`src/rtl/ram_fifo_ctrl.sv`:
```
// FIFO controller driving a single-port RAM with registered read data.
// Pops own the RAM port when both requests arrive; the push source holds its data.
module ram_fifo_ctrl #(
  parameter int DW = 8,
  parameter int AW = 3
) (
  input  logic          clk,
  input  logic          rst,
  input  logic          clear,
  input  logic          push,
  input  logic [DW-1:0] push_data,
  output logic          push_ready,
  input  logic          pop,
  output logic [DW-1:0] pop_data,
  output logic          pop_valid,
  output logic          full,
  output logic          empty,
  output logic [AW:0]   count,
  output logic          ovf,
  output logic          udf,
  output logic          ram_wr_rd_en,
  output logic [AW-1:0] ram_addr,
  output logic [DW-1:0] ram_data_in,
  input  logic [DW-1:0] ram_data_out
);

  localparam logic [AW:0] DEPTH = {1'b1, {AW{1'b0}}};

  logic [AW-1:0] wr_ptr_q, wr_ptr_d;
  logic [AW-1:0] rd_ptr_q, rd_ptr_d;
  logic [AW:0]   count_q, count_d;
  logic          pop_valid_q, pop_valid_d;
  logic          ovf_q, ovf_d;
  logic          udf_q, udf_d;
  logic          pop_acc, push_acc;

  assign full  = (count_q == DEPTH);
  assign empty = (count_q == '0);

  // Gating with rst keeps the RAM quiet and blocks accepts while in reset.
  assign pop_acc    = rst && pop && !empty && !clear;
  assign push_ready = rst && !full && !pop_acc && !clear;
  assign push_acc   = push && push_ready;

  assign ram_wr_rd_en = push_acc;
  assign ram_addr     = push_acc ? wr_ptr_q : rd_ptr_q;
  assign ram_data_in  = push_data;

  assign pop_data  = ram_data_out;
  assign pop_valid = pop_valid_q;
  assign count     = count_q;
  assign ovf       = ovf_q;
  assign udf       = udf_q;

  always_comb begin
    wr_ptr_d    = wr_ptr_q;
    rd_ptr_d    = rd_ptr_q;
    count_d     = count_q;
    pop_valid_d = pop_acc;
    ovf_d       = ovf_q;
    udf_d       = udf_q;
    if (clear) begin
      wr_ptr_d    = '0;
      rd_ptr_d    = '0;
      count_d     = '0;
      pop_valid_d = 1'b0;
      ovf_d       = 1'b0;
      udf_d       = 1'b0;
    end else begin
      if (push_acc) begin
        wr_ptr_d = wr_ptr_q + 1'b1;
        count_d  = count_q + 1'b1;
      end else if (pop_acc) begin
        rd_ptr_d = rd_ptr_q + 1'b1;
        count_d  = count_q - 1'b1;
      end
      // A push losing to a pop is only deferred, so it is not an overflow.
      if (push && full && !pop_acc) ovf_d = 1'b1;
      if (pop && empty) udf_d = 1'b1;
    end
  end

  always_ff @(posedge clk or negedge rst) begin
    if (!rst) begin
      wr_ptr_q    <= '0;
      rd_ptr_q    <= '0;
      count_q     <= '0;
      pop_valid_q <= 1'b0;
      ovf_q       <= 1'b0;
      udf_q       <= 1'b0;
    end else begin
      wr_ptr_q    <= wr_ptr_d;
      rd_ptr_q    <= rd_ptr_d;
      count_q     <= count_d;
      pop_valid_q <= pop_valid_d;
      ovf_q       <= ovf_d;
      udf_q       <= udf_d;
    end
  end

endmodule

```
`config.mk`:
```
export PLATFORM = sky130hd
export DESIGN_NAME = ram_fifo_ctrl
export DESIGN_NICKNAME = d
export VERILOG_FILES = /design/src/rtl/ram_fifo_ctrl.sv
export SDC_FILE = /design/constraint.sdc
export NUM_CORES = 1
export LEC_CHECK = 0
export ABC_CLOCK_PERIOD_IN_PS = 3400
export BUFFER_PORTS_ARGS = -buffer_cell sky130_fd_sc_hd__buf_2
export CAP_MARGIN = 20
export CORE_MARGIN = 2
export CORE_UTILIZATION = 43
export CTS_CLUSTER_DIAMETER = 150
export DETAILED_ROUTE_END_ITERATION = 6
export HOLD_SLACK_MARGIN = 0.05
export PLACE_DENSITY = 0.88
export SETUP_SLACK_MARGIN = 0.3
export SLEW_MARGIN = 5
export SYNTH_ARGS = -nofsm -noshare
export SYNTH_HDL_FRONTEND = slang
export SYNTH_SLANG_ARGS = --single-unit
```
`constraint.sdc`:
```
create_clock -name clk -period 3.4 [get_ports clk]
set_clock_uncertainty 0.15 [all_clocks]
set_input_delay 0.68 -clock clk [delete_from_list [all_inputs] [get_ports clk]]
set_output_delay 0.68 -clock clk [all_outputs]
set_load 0.02 [all_outputs]
```
==> summary.txt, run 1 <==
Setup path
  – Crit start category: register
  – Slowest Stage Delay on Critical Path: 0.49 ns
  – Reg-to-reg startpoint: count[1]$_DFFE_PN0P_
  – Crit path cell chain: o31a_1 -> nor4b_4 -> nand2_4 -> mux2_4 -> buf_2
  – CP max FO: 7
  – WP data arrival: 2.09 ns
  – Crit end category: output pin
  – CP max stage cell: dfrtp_1
  – Worst EP required: 2.57 ns
  – Setup CP Type: reg2out
  – Worst Setup SP: count[1]$_DFFE_PN0P_

Yosys
  – Post-synthesis register bit count: 13
  – Main combinational cell family by area after synthesis: simple AND/OR/NAND/NOR gates
  – Seq/Total Area, Yosys: 35.8%
  – Syn avg cell area: 10.3 sq um
  – Synth Cell Area: 910 sq um
  – Synth unique cells: 27
  – Yosys warns: 0
  – Post-Synth XOR/XNOR Area: 5.78%
  – Synthesized Nets: 114
  – Post-synthesis compound-gate area fraction: 7.15%
  – Mux contribution to synthesized area: 8.25%
  – Cells after synthesis: 88
  – Synth Area in Adders: 7.70%
  – Simple-gate share of the synthesized area: 20.5%

STA
  – Final setup TNS: 0 ns
  – Post-route minimum period: 2.92 ns
  – Unrepaired setup endpoints after global routing: false
  – Fmax: 0.343 GHz
  – Worst slew pin tran: 0.519 ns
  – Relative slew slack: 65.1%
  – Final Cycle Share: 85.8%
  – Final hold vios: 0
  – Max Slew Vio Count: 0
  – # setup viols final: 0

Clock network
  – Post-CTS Setup Repair Bufs: 0
  – Clock transition at path regs: 0.08 ns
  – Num CTS Buffers: 3
  – Longest Clk Path Bufs: 2
  – CTS Root Cell: clkbuf_4
  – Post-CTS Resized: 0
  – Post-CTS Hold Buffers: 0
  – Total clock sinks: 13
  – Clock latency at the later pin of the worst-skew pair: 0.28 ns
  – H-tree depth: 1
  – CTS tree: done

Route
  – Via-per-instance ratio: 5.20
  – Routed via count: 629
  – ANT nets after route: 0
  – Routed Wire Length: 1730 um
  – Wirelength per Cell: 14.3 um
  – Post-route DRC violation count: 0
  – DRT iter0 DRCs: 10
  – Initial DRT Pass Iterations: 4

Global route
  – First-pass GRT wire length: 2970 um
  – Vias in the first global route: 643
  – Largest net degree at the start of global routing: 17
  – Initial antenna violation count: 0
  – Grt ovf: 0
  – Global-route usage over all layers: 16.0%

Run
  – Max Cap Violations: 0

Floorplan
  – Die Y: 50.0 um
  – Row cnt: 16
  – Die area: 2500 sq um
  – Die X: 50.0 um
  – Starting density of the core: 45.9%
  – Core ar.: 1980 sq um
  – I/O pin count: 51

Placement
  – PortBufs: 18
  – Final GP Congestion: 0.838
  – Placed cell count: 117
  – Placed wire-length estimate: 1350 um

Power
  – Max VDD drop: 0.000359 V
  – Cell Pwr Density: 701 nW/um^2
  – Pleak: 0.471 nW

Final layout
  – Layout net count: 121
  – Fillers: 189
  – Layout Cells excl Fill: 121
  – Diode count: 0
  – Synth-to-Final Area Change: 3.85%
  – Layout cells sized above 1: 33.0%

Outcome
  – Outcome: complete, no violations

Worst hold path
  – Worst min-delay path category: in2async
[power by group]
group | total [mW] | internal, mW | leakage (nW) | switching (mW)
registers | 0.238 | 0.186 | 0.177 | 0.0522
logic | 0.328 | 0.133 | 0.277 | 0.195
clock network | 0.0966 | 0.0437 | 0.0177 | 0.0528
[cell usage in the layout, fill, tap and decap left out, types with 2 or more instances in the layout]
cell / instances
a211oi_1: 2
a21oi_1: 4
inv_1: 3
buf_2: 18
mux2i_1: 3
mux2_4: 3
nor2_1: 12
xnor2_1: 6
clkbuf_4: 3
dfrtp_1: 13
nor4b_4: 2
nand2_1: 5
ha_1: 4
[cell usage after synthesis]
cell type	n	area share (%)
a211oi_1	2	1.7
dfrtp_1	13	36
buf_4	16	13
nor4_2	1	1.4
nor4b_1	1	0.96
nor3b_1	1	0.83
nand3_1	1	0.55
nor2_1	12	5.0
xnor2_1	6	5.8
nor3_2	1	1.1
fa_1	1	2.2
nand2_4	1	1.2
a21oi_1	4	2.2
nand2_1	5	2.1
or4_1	1	0.83
o31a_1	1	0.96
a31oi_1	1	0.69
o22ai_1	1	0.69
clkbuf_1	1	0.41
nor4b_4	2	5.2
mux2_4	3	5.0
or2_1	1	0.69
ha_1	4	5.5
nand2b_1	1	0.69
o311ai_1	1	0.96
mux2i_1	3	3.3
inv_1	3	1.2
[state kept, by name, summed over array words and instances, names as in the netlist]
| register | cells |
|---|---|
| count | 4 |
| ovf | 1 |
| pop_valid | 1 |
| rd_ptr_q | 3 |
| udf | 1 |
| wr_ptr_q | 3 |
[area by class of cell]
class	instances	area (sq um)	share of cell area [%]
clock buffer	3	22.5	2.38
clock inverter	1	5.00	0.530
inverter	3	11.3	1.19
multi-input combinational	55	449	47.5
sequential	13	325	34.4
tap	27	33.8	3.58
timing repair buffer	19	97.6	10.3
[worst max-delay path: cells and delay by family (launching register included)]
kind | cells | cell delay, ns
compound gates | 1 | 0.40
mux | 1 | 0.31
flops | 1 | 0.49
buf+inv | 1 | 0.16
simple gates | 2 | 0.44
[per-stage QoR]
stage / setup slack, ns / hold WS (ns) / cell area [sq um] / utilization (%) / total power [mW]
global placement: 0.688 / 0.319 / 917 / 46.3 / 0.559
floorplan: 0.590 / 0.234 / 910 / - / 0.502
detailed placement: 0.589 / 0.345 / 917 / 46.3 / 0.569
CTS: 0.472 / 0.180 / 945 / 47.7 / 0.670
global route: 0.379 / 0.190 / 945 / 47.7 / 0.716
finish: 0.482 / 0.187 / 945 / 47.7 / 0.662
[worst paths after layout]
check	end	slack, ns	cells past startpoint
min in group clk	udf$_DFFE_PN0P_	0.36	2
setup reg to reg	count[3]$_DFFE_PN0P_	0.68	8
setup / recovery	ram_addr[0]	0.48	5
max in group asynchronous	wr_ptr_q[1]$_DFFE_PN0P_	2.74	2
hold / removal	count[1]$_DFFE_PN0P_	0.19	2
hold reg to reg	udf$_DFFE_PN0P_	0.36	2
[layer usage]
metal	track usage, %	up-vias	share of wire, %
met5	0	-	0
met4	6.02	0	1.8
met3	7.27	4	8.0
met2	26.1	22	46
met1	18.0	303	44
li1	-	300	-
[cells by family after synthesis]
family | count (synthesis)
AND/OR/NAND/NOR | 28
buffers and inverters | 20
flip-flops | 13
AO/OA/AOI/OAI | 10
XOR/XNOR | 6
multiplexers | 6
adder cells (fa/ha/maj) | 5
(Power assumes the default switching activity.)
==> run 2, diff against run 1 <==
ABC_AREA = 1   (was unset)
CORE_UTILIZATION = 44   (was 43)
PLACE_DENSITY = 0.89   (was 0.88)
==> summary.txt, run 2 <==
Yosys
  – Synth area leaders: dfrtp_1, buf_4, nand2_1
  – Cells after synthesis: 113 (+28%)
  – Main combinational cell family by area after synthesis: simple AND/OR/NAND/NOR gates
  – Simple-gate share of the synthesized area: 23.1% (+2.6 points)
  – Post-synth top flop: dfrtp_1
  – Post-synth EDFFs: 0 (unchanged)
  – Top cells by count, synth: nand2_1, buf_4, dfrtp_1, inv_1, o21ai_0
  – Post-synth ARST share: 100% (unchanged)
  – Post-Synth XOR/XNOR Area: 1.87% (-3.9 points)
  – Synth unique cells: 25 (-7.4%)
  – Synth Area in Adders: 7.49% (-0.22 points)
  – Post-synthesis compound-gate area fraction: 12.6% (+5.4 points)
  – Synth Cell Area: 936 sq um (+2.9%)
  – Yosys top cell by area: dfrtp_1
  – Most common cell in the netlist: nand2_1
  – Syn avg cell area: 8.28 sq um (-20%)
  – Mux contribution to synthesized area: 0% (-8.3 points)
  – Synthesized Nets: 139 (+22%)
  – Post-synthesis register bit count: 13 (unchanged)
  – Seq/Total Area, Yosys: 34.8% (-1.0 points)
  – Yosys warns: 0 (unchanged)
  – Yosys top cell area share: 34.8% (-1.0 points)

Floorplan
  – Row cnt: 16 (unchanged)
  – I/O pin count: 51 (unchanged)
  – Starting density of the core: 47.2% (+1.3 points)
  – Die Y: 50.1 um (+0.25%)
  – Die X: 50.1 um (+0.25%)
  – Die area: 2510 sq um (+0.50%)
  – Core ar.: 1980 sq um (unchanged)

STA
  – # setup viols final: 0 (unchanged)
  – Fmax: 0.358 GHz (+4.6%)
  – Final Cycle Share: 82.1% (-3.8 points)
  – Final hold vios: 0 (unchanged)
  – Post-route minimum period: 2.79 ns (-0.128 ns)
  – Worst slew pin tran: 0.347 ns (-0.172 ns)
  – Unrepaired setup endpoints after global routing: false
  – Relative slew slack: 76.9% (+12 points)
  – Final setup TNS: 0 ns (unchanged)
  – Max Slew Vio Count: 0 (unchanged)

Final layout
  – Max reg flops: 4 (unchanged)
  – Diode count: 0 (unchanged)
  – Most frequent cells in the layout: nand2_1, buf_2, inv_1, dfrtp_1, o21ai_0
  – Layout net count: 146 (+21%)
  – Layout cells sized above 1: 30.3% (-2.7 points)
  – Commonest non-fill, non-tap cell in the layout: nand2_1
  – Register area: 325 sq um (unchanged)
  – Fillers: 204 (+7.9%)
  – Total area of multi-input combinational cells: 422 sq um (-6.1%)
  – Synth-to-Final Area Change: 3.21%

Clock network
  – Clock transition at path regs: 0.08 ns (about the same)
  – CTS tree: done
  – H-tree depth: 1 (unchanged)
  – Clock latency at the later pin of the worst-skew pair: 0.27 ns (about the same)
  – Post-CTS Resized: 0 (unchanged)
  – CTS Root Cell: clkbuf_4
  – Longest Clk Path Bufs: 2 (unchanged)
  – Num CTS Buffers: 3 (unchanged)
  – Post-CTS Setup Repair Bufs: 0 (unchanged)
  – Post-CTS Hold Buffers: 0 (unchanged)
  – Total clock sinks: 13 (unchanged)

Global route
  – Initial antenna violation count: 0 (unchanged)
  – Vias in the first global route: 719 (+12%)
  – GRT busiest layer: met2
  – M2 GR Usage: 31.4% (+5.3 points)
  – Grt ovf: 0 (unchanged)
  – Global-route usage over all layers: 15.8% (-0.14 points)
  – First-pass GRT wire length: 2990 um (+0.91%)
  – Largest net degree at the start of global routing: 17 (unchanged)
  – GR Util met3: 2.42% (-4.8 points)
  – M1 GR Usage: 15.0% (-3.1 points)

Power
  – Tot Pwr: 682 uW (+3.1%)
  – Max VDD drop: 0.000244 V (-32%)
  – Cell Pwr Density: 706 nW/um^2 (+0.80%)
  – Pleak: 0.518 nW (+9.9%)

Setup path
  – Slowest Stage Delay on Critical Path: 0.30 ns (-0.19 ns)
  – Crit path cell chain: buf_2 -> inv_1 -> a21oi_2 -> nand3_4 -> o21ai_0 -> buf_2
  – Worst EP required: 2.57 ns (about the same)
  – Reg2reg setup slack: 1.14 ns (+0.46 ns)
  – Crit start category: input pin
  – Crit path top cell by count: buf_2
  – Cell family with most CP delay: buffers and inverters
  – CP max stage cell: buf_2
  – R2R cell count: 14 (+6)
  – WP data arrival: 1.96 ns (-0.13 ns)
  – Reg-to-reg startpoint: count[2]$_DFFE_PN0P_
  – RR Endpoint: count[3]$_DFFE_PN0P_
  – CP max FO: 16 (+9)
  – Crit end category: output pin
  – Buf/Inv on CP: 3 (+2)
  – Setup CP Type: in2out

Route
  – Routed Wire Length: 1840 um (+6.2%)
  – Initial DRT Pass Iterations: 4 (unchanged)
  – Post-route DRC violation count: 0 (unchanged)
  – Routed via count: 740 (+18%)
  – Via-per-instance ratio: 5.07 (-2.5%)
  – DRT iter0 DRCs: 16 (+6)
  – Wirelength per Cell: 12.6 um (-12%)
  – ANT nets after route: 0 (unchanged)

Placement
  – Final GP Congestion: 0.765 (-8.7%)
  – Placed wire-length estimate: 1490 um (+11%)
  – PortBufs: 18 (unchanged)

Outcome
  – Outcome: complete, no violations

Run
  – Max Cap Violations: 0 (unchanged)

Worst hold path
  – Worst min-delay path category: in2async
run 2: logic make-up after synthesis:
group	after synthesis
and+or+nand+nor	43
AOI/OAI and AO/OA	17
DFF	13
buffers and inverters	33
xor gates and xnor gates	2
adders and majority gates	5
run 2: how the worst max path moves through the flow:
stage,start,end,slack (ns),cells after the start
2_1_floorplan,pop,ram_addr[0],0.94,5
3_3_place_gp,rst,count[3]$_DFFE_PN0P_,0.75,14
3_5_place_dp,rst,ram_addr[0],0.64,6
4_1_cts,rst,ram_addr[0],0.64,6
5_1_grt,rst,ram_addr[0],0.53,6
6_report,rst,ram_addr[0],0.61,6
run 2: stage by stage:
| stage | worst slack [ns] | instance area, sq um | cells | hold slack [ns] | util [%] |
|---|---|---|---|---|---|
| after floorplan | 0.944 | 936 | 113 | 0.234 | - |
| after global placement | 0.752 | 940 | 142 | 0.304 | 47.4 |
| after detailed placement | 0.643 | 940 | 142 | 0.340 | 47.4 |
| after CTS | 0.640 | 966 | 146 | 0.157 | 48.7 |
| after global routing | 0.533 | 966 | 146 | 0.162 | 48.7 |
| final | 0.609 | 966 | 146 | 0.150 | 48.7 |
run 2: power by group:
part | internal, mW | switching, mW | leakage, nW
Sequential | 0.189 | 0.0434 | 0.174
Clock | 0.0455 | 0.0495 | 0.0150
Combinational | 0.127 | 0.229 | 0.329
run 2: worst reg2reg max path, stage by stage (launching register included):
cell	delay [ns]
dfrtp_1	0.46
nor2_1	0.17
nand2_2	0.11
a21oi_4	0.18
nand3_4	0.16
ha_1	0.38
nand3_1	0.11
nand3_1	0.08
nand2_1	0.05
nand2_1	0.07
inv_1	0.05
nand2_1	0.06
nand2_1	0.05
nand2_1	0.05
nand2_1	0.04
run 2: per-layer routing:
| layer | vias to the layer above | share of wire (%) |
|---|---|---|
| met1 | 360 | 39 |
| met4 | 0 | 1.4 |
| met3 | 4 | 5.3 |
| li1 | 353 | - |
| met5 | - | 0 |
| met2 | 23 | 54 |
run 2: layout make-up:
cell class | instances | share of cell area (%)
tap | 27 | 3.50
timing repair buffer | 18 | 9.33
clock buffer | 4 | 2.72
inverter | 17 | 7.12
sequential | 13 | 33.7
multi-input combinational | 67 | 43.7
